### config.mk
export PLATFORM = sky130hd
export DESIGN_NAME = writeback_regfile
export DESIGN_NICKNAME = d
export VERILOG_FILES = /design/src/rtl/writeback_regfile.sv
export SDC_FILE = /design/constraint.sdc
export NUM_CORES = 2
export LEC_CHECK = 0
export CAP_MARGIN = 20
export CORE_MARGIN = 2
export CORE_UTILIZATION = 56
export DETAILED_ROUTE_END_ITERATION = 16
export PLACE_DENSITY_LB_ADDON = 0.05
export RECOVER_POWER = 50
export SYNTH_ARGS = -nofsm -noshare
export SYNTH_HDL_FRONTEND = slang
export SYNTH_SLANG_ARGS = --single-unit
### constraint.sdc
create_clock -name clk -period 2.3 [get_ports clk]
set_input_delay 0.46 -clock clk [delete_from_list [all_inputs] [get_ports clk]]
set_output_delay 0.46 -clock clk [all_outputs]
set_load 0.01 [all_outputs]
### src/rtl/writeback_regfile.sv
// MIPS writeback stage and 32-entry architectural register file.
// Selects the writeback value, commits it, and serves two bypassed ID read ports.
module writeback_regfile #(
    parameter int DATA_WIDTH = 32,
    parameter int ADDR_WIDTH = 5,
    parameter int CNT_WIDTH  = 16
) (
    input  logic                  clk,
    input  logic                  rst,
    input  logic                  WriteRegIn,
    input  logic                  MemToRegIn,
    input  logic [DATA_WIDTH-1:0] dataMemoryDataIn,
    input  logic [DATA_WIDTH-1:0] ALUResultIn,
    input  logic [ADDR_WIDTH-1:0] registerIn,
    input  logic [ADDR_WIDTH-1:0] readReg1,
    input  logic [ADDR_WIDTH-1:0] readReg2,
    output logic [DATA_WIDTH-1:0] readData1,
    output logic [DATA_WIDTH-1:0] readData2,
    output logic [DATA_WIDTH-1:0] wbData,
    output logic [CNT_WIDTH-1:0]  wbCount
);

    localparam int NUM_REGS = 2 ** ADDR_WIDTH;

    logic [DATA_WIDTH-1:0] regs [NUM_REGS];
    logic                  commit;
    logic                  bypass_on;

    assign wbData = MemToRegIn ? dataMemoryDataIn : ALUResultIn;
    assign commit = WriteRegIn && (registerIn != '0);

    // Bypass is suppressed while reset is held so reads are zero for any index.
    assign bypass_on = commit && rst;

    always_ff @(posedge clk or negedge rst) begin
        if (!rst) begin
            for (int i = 0; i < NUM_REGS; i++) begin
                regs[i] <= '0;
            end
        end else if (commit) begin
            regs[registerIn] <= wbData;
        end
    end

    always_ff @(posedge clk or negedge rst) begin
        if (!rst) begin
            wbCount <= '0;
        end else if (commit && (wbCount != {CNT_WIDTH{1'b1}})) begin
            wbCount <= wbCount + {{(CNT_WIDTH-1){1'b0}}, 1'b1};
        end
    end

    always_comb begin
        readData1 = regs[readReg1];
        if (readReg1 == '0) begin
            readData1 = '0;
        end else if (bypass_on && (readReg1 == registerIn)) begin
            readData1 = wbData;
        end
    end

    always_comb begin
        readData2 = regs[readReg2];
        if (readReg2 == '0) begin
            readData2 = '0;
        end else if (bypass_on && (readReg2 == registerIn)) begin
            readData2 = wbData;
        end
    end

endmodule
==> flow_summary.json <==
{
  "grt_pass1_wl_um": 320500,
  "hold_end": "regs[1022]",
  "endpoint_kind": "output port",
  "syn_area_sq_um": 55130,
  "r2r-end": "wbCount[15]",
  "reg2reg_depth": 7,
  "dieArea_sq_um": 101000,
  "timing.hold.ws_ns": 0.3930,
  "routabilityCongestion": 0.9259,
  "hp-start": "regs[1022]",
  "synthMostInstantiatedCell": "dfrtp_1",
  "ios": 195,
  "timing.rr.start": "wbCount[0]",
  "layout.nets": 6591,
  "yosysTopAreaCell": "dfrtp_1",
  "grt.busiest_layer": "met2",
  "cts_max_path_buffers": 3,
  "drtIter0Drc": 6088,
  "die_y_um": 317.8,
  "synth_top_area_frac": 0.4721,
  "slew_viol_final": 171,
  "clkTransAtPathRegs_ns": 0.07,
  "ff2ff_setup_slack_ns": 0.45,
  "grt_pass1_vias": 50440,
  "p_sw_frac": 0.3058,
  "critPathRequiredTime_ns": 1.84,
  "grtUsageMet3": 0.1126,
  "hold_class": "flip-flop to flip-flop",
  "syn_nets": 5502,
  "cts_made_buffers": 113,
  "via_per_inst": 6.430,
  "htree_levels": 3,
  "hold_viol": 0,
  "cts_tree": "done",
  "path_buf_inv": 2,
  "routed_wl_um": 217000,
  "irDropWorstVdd_uv": 732.3,
  "drive_above_1_share": 0.4020,
  "clkPwrFrac": 0.305,
  "fin_worst_skew_ns": 0.02202,
  "core-area_sq_um": 97990,
  "worst_slack_ns": -0.7742,
  "syn_inst": 5418,
  "vias": 50750,
  "final.setup.tns_ns": -204.91,
  "critPathKind": "flip-flop to output port",
  "hpwl_um": 138500,
  "core.rowCount": 115,
  "cts_root_buf": "clkbuf_16",
  "outcome": "finished with violations",
  "fin_crit_ns": 3.074,
  "fin_crit_sh": 1.337,
  "grtUsageTotal": 0.4233,
  "grt_max_degree": 171,
  "rsz0062_at_grt": "true",
  "clock_latency_ns": 0.71,
  "power.total_uw": 64050,
  "cp_max_fo": 2,
  "synth_edf_count": 0,
  "power.switching_uw": 19580,
  "port_buffers": 194,
  "yosysSeqAreaShare": 0.4721,
  "syn_area_per_cell_sq_um": 10.18,
  "cts_sinks": 1040,
  "start_util": 0.5626,
  "leakage_uw": 0.03328,
  "cpLargestDelayFamily": "multiplexers",
  "syn2layout_area_growth_pct": 37.40,
  "crit_path_top_delay_cell": "mux4_2",
  "fmax_mhz": 325.3,
  "gr-total-overflow": 0,
  "pwr-share-comb": 0.305,
  "synth_flop_cell": "dfrtp_1",
  "maxSlewHeadroom": -0.1072,
  "antenna_found_initial": 3,
  "postRouteAntennaNets": 0,
  "synthTopCellsByCount": "dfrtp_1 (1040), nand2_1 (629), nor2_1 (622)",
  "ys_seq_elements": 1040,
  "violations": "max-capacitance violations, max-slew violations, negative setup slack",
  "drc": 0,
  "setup_violations": 579,
  "power_density_nw_per_um2": 845.5,
  "critPathLaunchType": "flip-flop",
  "whs_path_depth": 0,
  "cp_cell_sequence": "buf_6, mux4_2, mux2i_4, o32ai_2, nor4_2, a211oi_2, buf_2",
  "p_int_uw": 44460,
  "drv_cap": 1,
  "synth_cell_types": 53,
  "avgRoutedWirePerCell_um": 27.49,
  "crit_arrival_ns": 2.61,
  "tightestPinTransition_ns": 1.661,
  "slowest_delay_ns": 0.49,
  "ys_warn_count": 0,
  "synthArstFlopShare": 1.000,
  "seq_power_share": 0.390,
  "die_x_um": 317.8,
  "synth_area_leaders": "dfrtp_1 (47%), mux4_2 (13%), a21oi_1 (5.5%), o21ai_0 (4.9%), mux2_2 (4.3%)",
  "grt_util_met1": 0.5854,
  "grt_use_met2": 0.6224,
  "dr.pass1.iters": 6
}
-- layout by cell type, fill, tap and decap left out, drive strengths merged, types with 104 or more instances in the layout --
cell type	n
a211oi	179
a21oi	610
buf	1328
clkbuf	270
dfrtp	1040
mux2	212
mux2i	154
mux4	310
nand2	629
nor2	634
nor2b	134
nor4	104
o21ai	545
-- cells by family after synthesis --
kind of cell,share of synthesized area
and+or+nand+nor,0.1211
AOI/OAI and AO/OA,0.1516
DFF,0.4721
muxes,0.1980
buffers and inverters,0.05299
xor gates and xnor gates,0.003972
adders and majority gates,0.0002269
-- worst register-to-register path: stages (launching register included) --
cell and delay (ns):
dfrtp_1 0.43, nand4_1 0.15, a2111oi_0 0.40, buf_4 0.19, o21ai_0 0.09, buf_4 0.17, nor3_1 0.18, xor2_1 0.17
-- area by class of cell --
type / instances / area, sq um
Fill cell: 6319 / 22240
Multi-Input combinational cell: 3765 / 29860
Tap cell: 1287 / 1610
Inverter: 38 / 151.4
Antenna cell: 2 / 5.005
Clock buffer: 175 / 3536
Timing Repair Buffer: 1549 / 14110
Sequential cell: 1040 / 26030
Clock inverter: 37 / 452.9
-- routing by layer --
metal,vias up,part of all wire
met2,3163,0.43
met1,25170,0.38
met3,775,0.12
met5,-,0
met4,0,0.062
li1,21642,-
-- power by group through the flow --
stage | Clock [uW] | Sequential, uW | Combinational, uW
CTS | 19500 | 24800 | 18500
global placement | 0 | 24900 | 16600
detailed placement | 0 | 25000 | 17100
floorplan | 0 | 24500 | 9140
global route | 20300 | 25300 | 21000
finish | 19500 | 25000 | 19500
-- state kept, by name, summed over array words and instances, names as in the netlist --
register  cells
wbCount      16
regs       1024
-- what timing repair did --
item | CTS | global route
setup buffers | 94 | 69
endpoints found under the setup margin | 95 | 132
gates cloned | 12 | 3
hold buffers | 1 | 0
gates resized for setup | 828 | 230
hold endpoints to repair | 28 | 0
pin swaps | 164 | 127
-- worst max path at each step --
stage / start / end / slack, ns / cells after the start
final: regs[441] / readData1[25] / -0.77 / 7
after global routing: regs[441] / readData1[25] / -0.81 / 7
after CTS: regs[281] / readData1[25] / -0.81 / 7
after detailed placement: readReg1[4] / readData1[1] / -1.55 / 9
after global placement: readReg1[4] / readData1[1] / -1.55 / 9
after floorplan: readReg1[0] / readData1[10] / -0.08 / 8
-- per-stage QoR --
stage          area, sq um    util  cells  setup WS (ns)
4_1_cts              75090  0.7664   7827        -0.8074
5_1_grt              75740  0.7730   7891        -0.8081
6_report             75750  0.7730   7893        -0.7742
3_3_place_gp         67800  0.6919   7533         -1.553
2_1_floorplan        55610       -   5418       -0.08485
3_5_place_dp         67800  0.6919   7533         -1.554
Note: power is estimated with default switching activity, not from simulation.
